`src/rtl/right_counter_items.sv`:
```
// rtl/right_counter_items.sv - right-wall counter column item exchange controller
// A press at a legal counter transfers items between the penguin's hand and that counter slot.
module right_counter_items (
  input  logic        Clk,
  input  logic        Reset_n,
  input  logic        touchingRightWallFlag,
  input  logic [9:0]  nearestCounterX,
  input  logic [9:0]  nearestCounterY,
  input  logic        interact,
  input  logic        discard,
  output logic [2:0]  held_item,
  output logic [17:0] counter_items,
  output logic        busy,
  output logic        done,
  output logic        nack,
  output logic        err
);

  typedef enum logic [1:0] {IDLE, DECODE, APPLY, WAIT_REL} state_t;

  state_t          state;
  logic            interact_q;
  logic [9:0]      x_q;
  logic [9:0]      y_q;
  logic            valid_q;
  logic [2:0]      idx_q;
  logic [5:0][2:0] slots;
  logic            press;
  logic            valid_c;
  logic [2:0]      idx_c;
  logic [2:0]      slot_s;

  assign press         = interact & ~interact_q;
  assign counter_items = slots;
  assign slot_s        = slots[idx_q];

  // Counter centres sit every 40 px starting at Y=140, all in the X=580 column.
  always_comb begin
    valid_c = 1'b0;
    idx_c   = 3'd0;
    case (y_q)
      10'd140: begin valid_c = 1'b1; idx_c = 3'd0; end
      10'd180: begin valid_c = 1'b1; idx_c = 3'd1; end
      10'd220: begin valid_c = 1'b1; idx_c = 3'd2; end
      10'd260: begin valid_c = 1'b1; idx_c = 3'd3; end
      10'd300: begin valid_c = 1'b1; idx_c = 3'd4; end
      10'd340: begin valid_c = 1'b1; idx_c = 3'd5; end
      default: begin valid_c = 1'b0; idx_c = 3'd0; end
    endcase
    if (x_q != 10'd580) begin
      valid_c = 1'b0;
      idx_c   = 3'd0;
    end
  end

  always_ff @(posedge Clk or negedge Reset_n) begin
    if (!Reset_n) begin
      state      <= IDLE;
      interact_q <= 1'b1;
      x_q        <= 10'd0;
      y_q        <= 10'd0;
      valid_q    <= 1'b0;
      idx_q      <= 3'd0;
      held_item  <= 3'd0;
      slots      <= {3'd0, 3'd3, 3'd0, 3'd2, 3'd0, 3'd1};
      busy       <= 1'b0;
      done       <= 1'b0;
      nack       <= 1'b0;
      err        <= 1'b0;
    end else begin
      interact_q <= interact;
      done       <= 1'b0;
      nack       <= 1'b0;
      err        <= 1'b0;
      case (state)
        IDLE: begin
          if (press && touchingRightWallFlag) begin
            x_q   <= nearestCounterX;
            y_q   <= nearestCounterY;
            busy  <= 1'b1;
            state <= DECODE;
          end else if (press) begin
            state <= WAIT_REL;
          end else if (discard) begin
            held_item <= 3'd0;
          end
        end
        DECODE: begin
          valid_q <= valid_c;
          idx_q   <= idx_c;
          state   <= APPLY;
        end
        APPLY: begin
          busy  <= 1'b0;
          state <= WAIT_REL;
          if (!valid_q) begin
            err <= 1'b1;
          end else if (held_item == 3'd0 && slot_s == 3'd0) begin
            nack <= 1'b1;
          end else begin
            // Place, pick up and exchange all reduce to swapping hand and slot.
            slots[idx_q] <= held_item;
            held_item    <= slot_s;
            done         <= 1'b1;
          end
        end
        WAIT_REL: begin
          if (!interact) state <= IDLE;
        end
        default: state <= IDLE;
      endcase
    end
  end

endmodule

```
`config.mk`:
```
export PLATFORM = sky130hd
export DESIGN_NAME = right_counter_items
export DESIGN_NICKNAME = d
export VERILOG_FILES = /design/src/rtl/right_counter_items.sv
export SDC_FILE = /design/constraint.sdc
export NUM_CORES = 1
export LEC_CHECK = 0
export CORE_AREA = 2 2 74 76
export DETAILED_ROUTE_END_ITERATION = 10
export DIE_AREA = 0 0 76 78
export HOLD_SLACK_MARGIN = 0.06
export PLACE_DENSITY_LB_ADDON = 0.05
export RECOVER_POWER = 50
export SLEW_MARGIN = 10
export SYNTH_ARGS = -nofsm -noshare
export SYNTH_HDL_FRONTEND = slang
export SYNTH_SLANG_ARGS = --single-unit
```
`constraint.sdc`:
```
create_clock -name Clk -period 2.8 [get_ports Clk]
set_input_delay 0.84 -clock Clk [delete_from_list [all_inputs] [get_ports Clk]]
set_output_delay 0.84 -clock Clk [all_outputs]
set_load 0.01 [all_outputs]
```
==> results of run 1 <==
## kinds of logic (layout without fill, tap and decap cells)
logic type      count (synthesis)  in the layout  synth area share, %
compound gates                 30             30                10.25
fa+ha+maj                       4              4                1.990
buf+inv                        12             65                2.089
flops                          52             52                51.99
mux                            49             49                21.89
simple gates                   50             50                11.79
## per-stage QoR
step	instance area, um2	utilization [%]	power [mW]	hold WS, ns
floorplan	2515	-	1.435	0.4707
global placement	3085	61.19	1.584	0.4877
detailed placement	3085	61.19	1.600	0.4891
CTS	3197	63.40	2.115	0.5113
global route	3178	63.03	2.224	0.5332
finish	3178	63.03	2.081	0.5077
## registers in the layout, indices dropped and copies added, names as in the netlist
| signal | flops |
|---|---|
| state | 2 |
| held_item | 3 |
| busy | 1 |
| valid_q | 1 |
| y_q | 10 |
| counter_items | 18 |
| interact_q | 1 |
| x_q | 10 |
| nack | 1 |
| err | 1 |
| done | 1 |
| idx_q | 3 |
## worst paths after layout
check | startpoint | endpoint | slack [ns] | depth (start not counted)
worst max-delay path | idx_q[0]$_DFFE_PN0N_ | counter_items[6]$_DFFE_PN0P_ | 0.29 | 5
worst min-delay path | x_q[9]$_DFFE_PN0P_ | x_q[9]$_DFFE_PN0P_ | 0.51 | 1
worst max register to register | idx_q[0]$_DFFE_PN0N_ | counter_items[6]$_DFFE_PN0P_ | 0.29 | 5
worst min register to register | x_q[9]$_DFFE_PN0P_ | x_q[9]$_DFFE_PN0P_ | 0.51 | 1
max in group asynchronous | Reset_n | y_q[4]$_DFFE_PN0P_ | 0.67 | 2
min in group asynchronous | Reset_n | counter_items[4]$_DFFE_PN0P_ | 0.80 | 1
## cell type report
class                   instances  area, um2
fillers                       428       1864
flip-flops and latches         52       1308
multi-input cells             133       1155
repair buffers                 51      494.2
well taps                      70      87.58
clock buffers                   5      68.82
clock inverters                 3      42.54
inverters                       6      22.52
## routing by layer
layer  vias to the layer above  track usage [%]
met3                        10            3.721
met1                       833            21.43
li1                        840                -
met2                        45            29.55
met4                         0            8.182
met5                         -                0
## cells in the mapped netlist (5+ instances only)
cell type  count
dfrtp_1       47
dfstp_2        5
inv_1          6
mux2_1        19
mux2_2        25
nand2_1       10
nand2b_1       5
nor2b_1        7
nor3_1         6
o21ai_0        6
## power by group
group          leakage (nW)  switching [mW]  internal (mW)
clock                0.0541           0.243          0.265
sequential            0.667           0.137          0.920
combinational         0.631           0.223          0.293
total                  1.35           0.603           1.48
==> impl_metrics.env, run 1 <==
export IMPL_status="finished clean"
export IMPL_syn_area_per_cell_um2=12.77
export IMPL_cts_hold_fix_buffers=0
export IMPL_path_clk_slew_ns=0.09
export IMPL_wl_met2_mm=2.300
export IMPL_clkSinkCount=52
export IMPL_rsz0062_at_grt="false"
export IMPL_cp_slowest_cell="dfrtp_1"
export IMPL_synth_top_area_share_pct=46.77
export IMPL_num_rows=26
export IMPL_timing_hold_violations_final=0
export IMPL_antenna_cells=0
export IMPL_globalplace_congestion=0.8318
export IMPL_crit_type="reg2reg"
export IMPL_start_util_pct=49.88
export IMPL_worstPathArrival_ns=2.70
export IMPL_synth_area_leader_cell="dfrtp_1"
export IMPL_dr_pass1_iters=4
export IMPL_hold_path_class="reg2reg"
export IMPL_worstPathRequired_ns=2.99
export IMPL_dr_wl_met3_um=187
export IMPL_yosysWarnings=0
export IMPL_die_h_um=78
export IMPL_dp_hpwl_mm=3.490
export IMPL_dr_total_vias=1728
export IMPL_startpoint_type="flop"
export IMPL_synth_edf_count=0
export IMPL_fin_ws_ns=0.2859
export IMPL_antenna_left=0
export IMPL_drtIter0Drc=81
export IMPL_io_pins=50
export IMPL_p_leak_nw=1.352
export IMPL_drc=0
export IMPL_slew_violations=0
export IMPL_synth_area_leaders="dfrtp_1 47%, mux2_2 11%, mux2_1 8.5%"
export IMPL_yosys_register_bits=52
export IMPL_postCtsSetupBuffers=0
export IMPL_setup_violations=0
export IMPL_cp_cell_sequence="mux2_2 -> a222oi_1 -> nand2_1 -> o21ai_2 -> mux2_1"
export IMPL_antenna_found_initial=0
export IMPL_cap_violations=0
export IMPL_insertion_delay_ns=0.30
export IMPL_die_w_um=76
export IMPL_clockBufferDepth=2
export IMPL_peakVddDrop_mv=0.5136
export IMPL_cts_resized=0
export IMPL_fin_skew_ns=0.008609
export IMPL_grt_pass1_vias=1725
export IMPL_grt_max_degree=30
export IMPL_syn_area_um2=2515
export IMPL_die_area_um2=5928
export IMPL_cts_made_buffers=5
export IMPL_power_density_nw_per_um2=654.9
export IMPL_ys_async_sr_fraction_pct=100.0
export IMPL_end_kind="flop"
export IMPL_portBuffers=49
export IMPL_syn_to_final_growth_pct=26.37
export IMPL_crit_fanout=14
export IMPL_fin_crit_ns=2.514
export IMPL_post_route_period_util_pct=89.79
export IMPL_drive_gt1_share_pct=20.00
export IMPL_slowest_delay_ns=0.71
export IMPL_grt_pass1_wl_mm=8.217
export IMPL_wl_met1_mm=2.056
export IMPL_wl_per_cell_um=14.59
export IMPL_grt_usage_pct=17.44
export IMPL_routed_wirelength_mm=4.670
export IMPL_synth_cell_types=40
export IMPL_tritoncts="done"
export IMPL_cts_root_buffer="clkbuf_8"
export IMPL_final_cells=320
export IMPL_globalRouteOverflowTotal=0
export IMPL_synth_flop_cell="dfrtp_1"
export IMPL_finalSetupTns_ns=0
export IMPL_worst_pin_slew_ns=1.298
export IMPL_critPathBufInv=0
export IMPL_relSlewSlack_pct=13.46
export IMPL_nets=278
export IMPL_yosysSeqAreaShare_pct=51.99
export IMPL_syn_num_nets=226
export IMPL_via_per_inst=5.400
export IMPL_dp_cells=312
export IMPL_final_cell_mix="47 x dfrtp_1, 47 x clkdlybuf4s50_1, 25 x mux2_2"
export IMPL_clock_fmax_mhz=397.8
export IMPL_crit_family="multiplexers"
export IMPL_syn_inst=197
export IMPL_top_layer_used="met4"
export IMPL_core_um2=5042
export IMPL_htree_levels=2
export IMPL_pre_cts_ws_ns=0.3213
Note: power is estimated with default switching activity, not from simulation.
==> run 2: changes to the inputs <==
--- a/config.mk
+++ b/config.mk
@@ -9,7 +9,7 @@
 export DETAILED_ROUTE_END_ITERATION = 10
 export DIE_AREA = 0 0 76 78
 export HOLD_SLACK_MARGIN = 0.06
-export PLACE_DENSITY_LB_ADDON = 0.05
+export PLACE_DENSITY = 0.77
 export RECOVER_POWER = 50
 export SLEW_MARGIN = 10
 export SYNTH_ARGS = -nofsm -noshare
==> constraint.sdc (replaced) <==
create_clock -name Clk -period 2.8 [get_ports Clk]
set_input_delay 0.42 -clock Clk [delete_from_list [all_inputs] [get_ports Clk]]
set_output_delay 0.42 -clock Clk [all_outputs]
set_load 0.01 [all_outputs]
==> run 2 against run 1 <==
Compared with the run above:
- register-to-register slack is essentially flat
- non-clock buffer count unchanged
- first-iteration DRC count up 23%
- via count is 0.23% higher
- clock skew fell by 0.0024 ns
- sequential power is essentially flat
- sequential share of layout area rose by 0.36 points
- worst hold slack lost 0.14 ns
- clock power fell by 22%
- routed wire length shrank 3.0%
- combinational power shrank 1%
- critical endpoint is now counter_items[1]$_DFFE_PN0P_
- largest cell class unchanged
==> impl_metrics.env, run 2 (synthesis results as in run 1) <==
export IMPL_status="finished clean"
export IMPL_cts_root_buffer="clkbuf_8"
export IMPL_cap_violations=0
export IMPL_syn_to_final_growth_pct=25.27
export IMPL_grt_pass1_wl_mm=8.135
export IMPL_clkPwrFrac_pct=20.2
export IMPL_clock_fmax_mhz=398.7
export IMPL_drtIter0Drc=100
export IMPL_tritoncts="done"
export IMPL_place_area_um2=3073
export IMPL_nets=278
export IMPL_drive_gt1_share_pct=19.20
export IMPL_p_leak_nw=1.363
export IMPL_ff2ff_setup_slack_ns=0.29
export IMPL_cts_hold_fix_buffers=0
export IMPL_htree_levels=2
export IMPL_cp_startpoint="idx_q[0]$_DFFE_PN0N_"
export IMPL_path_clk_slew_ns=0.08
export IMPL_portBuffers=49
export IMPL_startpoint_type="flop"
export IMPL_p_int_mw=1.385
export IMPL_num_rows=26
export IMPL_fin_crit_ns=2.508
export IMPL_crit_fanout=14
export IMPL_slowest_delay_ns=0.69
export IMPL_die_w_um=76
export IMPL_start_util_pct=49.88
export IMPL_routed_wirelength_mm=4.530
export IMPL_antenna_found_initial=0
export IMPL_drc=0
export IMPL_dp_hpwl_mm=3.428
export IMPL_crit_type="reg2reg"
export IMPL_largest_reg_flops=18
export IMPL_peakVddDrop_mv=0.4046
export IMPL_die_area_um2=5928
export IMPL_cts_resized=0
export IMPL_post_route_period_util_pct=89.58
export IMPL_postCtsSetupBuffers=0
export IMPL_worstPathArrival_ns=2.69
export IMPL_via_per_inst=5.413
export IMPL_worstPathRequired_ns=2.98
export IMPL_die_h_um=78
export IMPL_hold_path_class="in2async"
export IMPL_grt_max_degree=31
export IMPL_power_switching_mw=0.5784
export IMPL_reg2reg_to="counter_items[1]$_DFFE_PN0P_"
export IMPL_insertion_delay_ns=0.30
export IMPL_fin_skew_ns=0.006233
export IMPL_critPathBufInv=0
export IMPL_dr_total_vias=1732
export IMPL_clkSinkCount=52
export IMPL_cp_slowest_cell="dfrtp_1"
export IMPL_wl_per_cell_um=14.16
export IMPL_core_um2=5042
export IMPL_clockBufferDepth=2
export IMPL_final_common_cell="dfrtp_1"
export IMPL_finalSetupTns_ns=0
export IMPL_globalRouteOverflowTotal=0
export IMPL_timing_hold_violations_final=0
export IMPL_globalplace_congestion=0.8788
export IMPL_cts_made_buffers=5
export IMPL_dr_pass1_iters=4
export IMPL_swShare_pct=29.46
export IMPL_setup_violations=0
export IMPL_antenna_left=0
export IMPL_grt_usage_pct=17.08
export IMPL_io_pins=50
export IMPL_rsz0062_at_grt="false"
export IMPL_worst_pin_slew_ns=1.244
export IMPL_antenna_cells=0
export IMPL_cp_cell_sequence="mux2_2 -> a222oi_1 -> nand2_1 -> o21ai_2 -> mux2_1"
export IMPL_end_kind="flop"
export IMPL_fin_area_um2=3151
export IMPL_grt_pass1_vias=1689
export IMPL_final_cell_mix="47 x dfrtp_1, 40 x clkdlybuf4s50_1, 25 x mux2_2"
export IMPL_power_frac_seq_pct=53.8
export IMPL_worstReg2RegStart="idx_q[0]$_DFFE_PN0N_"
export IMPL_comb_power_share_pct=26.0
export IMPL_power_density_nw_per_um2=623.2
export IMPL_reg2reg_depth=5
export IMPL_slew_violations=0
export IMPL_relSlewSlack_pct=17.04
export IMPL_crit_family="multiplexers"
-- run 2: metal layers --
layer	track usage [%]	part of all wire, %	wire length, um	up-vias
li1	-	-	-	831
met1	22.27	46	2085	840
met2	28.13	47	2129	54
met3	4.419	5.5	250	7
met4	5.455	1.4	64	0
met5	0	0	0	-
-- run 2: per-stage QoR --
step	total power, mW	util, %	hold WS (ns)	setup WS, ns	std cells
after floorplan	1.435	-	0.1244	0.7706	197
after global placement	1.574	60.94	0.4099	0.4106	312
after detailed placement	1.594	60.94	0.4187	0.3180	312
after CTS	2.001	62.56	0.08943	0.3072	320
after global routing	2.119	62.48	0.4620	0.1220	320
final	1.964	62.48	0.3652	0.2918	320
-- run 2: how the worst max path moves through the flow --
| stage | slack (ns) | cells past startpoint | end |
|---|---|---|---|
| 6_report | 0.29 | 5 | counter_items[1]$_DFFE_PN0P_ |
| 4_1_cts | 0.31 | 5 | counter_items[1]$_DFFE_PN0P_ |
| 3_3_place_gp | 0.41 | 5 | counter_items[8]$_DFFE_PN0P_ |
| 5_1_grt | 0.12 | 5 | counter_items[2]$_DFFE_PN0P_ |
| 3_5_place_dp | 0.32 | 5 | counter_items[8]$_DFFE_PN0P_ |
| 2_1_floorplan | 0.77 | 6 | counter_items[14]$_DFFE_PN0P_ |
-- run 2: power by group through the flow --
stage	clock network [mW]	logic [mW]	registers, mW
6_report	0.397	0.510	1.06
4_1_cts	0.418	0.525	1.06
5_1_grt	0.453	0.578	1.09
3_5_place_dp	0	0.523	1.07
2_1_floorplan	0	0.418	1.02
3_3_place_gp	0	0.506	1.07
-- run 2: cell type report --
class | count | area (um2)
multi-input cells | 133 | 1155
inverters | 6 | 22.52
fillers | 405 | 1892
repair buffers | 51 | 496.7
flip-flops and latches | 52 | 1308
clock buffers | 7 | 76.32
well taps | 70 | 87.58
clock inverters | 1 | 5.005
-- run 2: worst reg2reg max path: stages, from the launching register on --
cell	delay [ns]
dfrtp_1	0.69
mux2_2	0.40
a222oi_1	0.48
nand2_1	0.24
o21ai_2	0.25
mux2_1	0.35
==> run 3: changes to the inputs <==
--- a/config.mk
+++ b/config.mk
@@ -8,10 +8,9 @@
 export CORE_AREA = 2 2 74 76
 export DETAILED_ROUTE_END_ITERATION = 10
 export DIE_AREA = 0 0 76 78
-export HOLD_SLACK_MARGIN = 0.06
 export PLACE_DENSITY = 0.77
 export RECOVER_POWER = 50
-export SLEW_MARGIN = 10
+export SLEW_MARGIN = 20
 export SYNTH_ARGS = -nofsm -noshare
 export SYNTH_HDL_FRONTEND = slang
 export SYNTH_SLANG_ARGS = --single-unit
==> results of run 3 <==
Same layout as run 2: the final DEF is identical, and so are final timing and power.
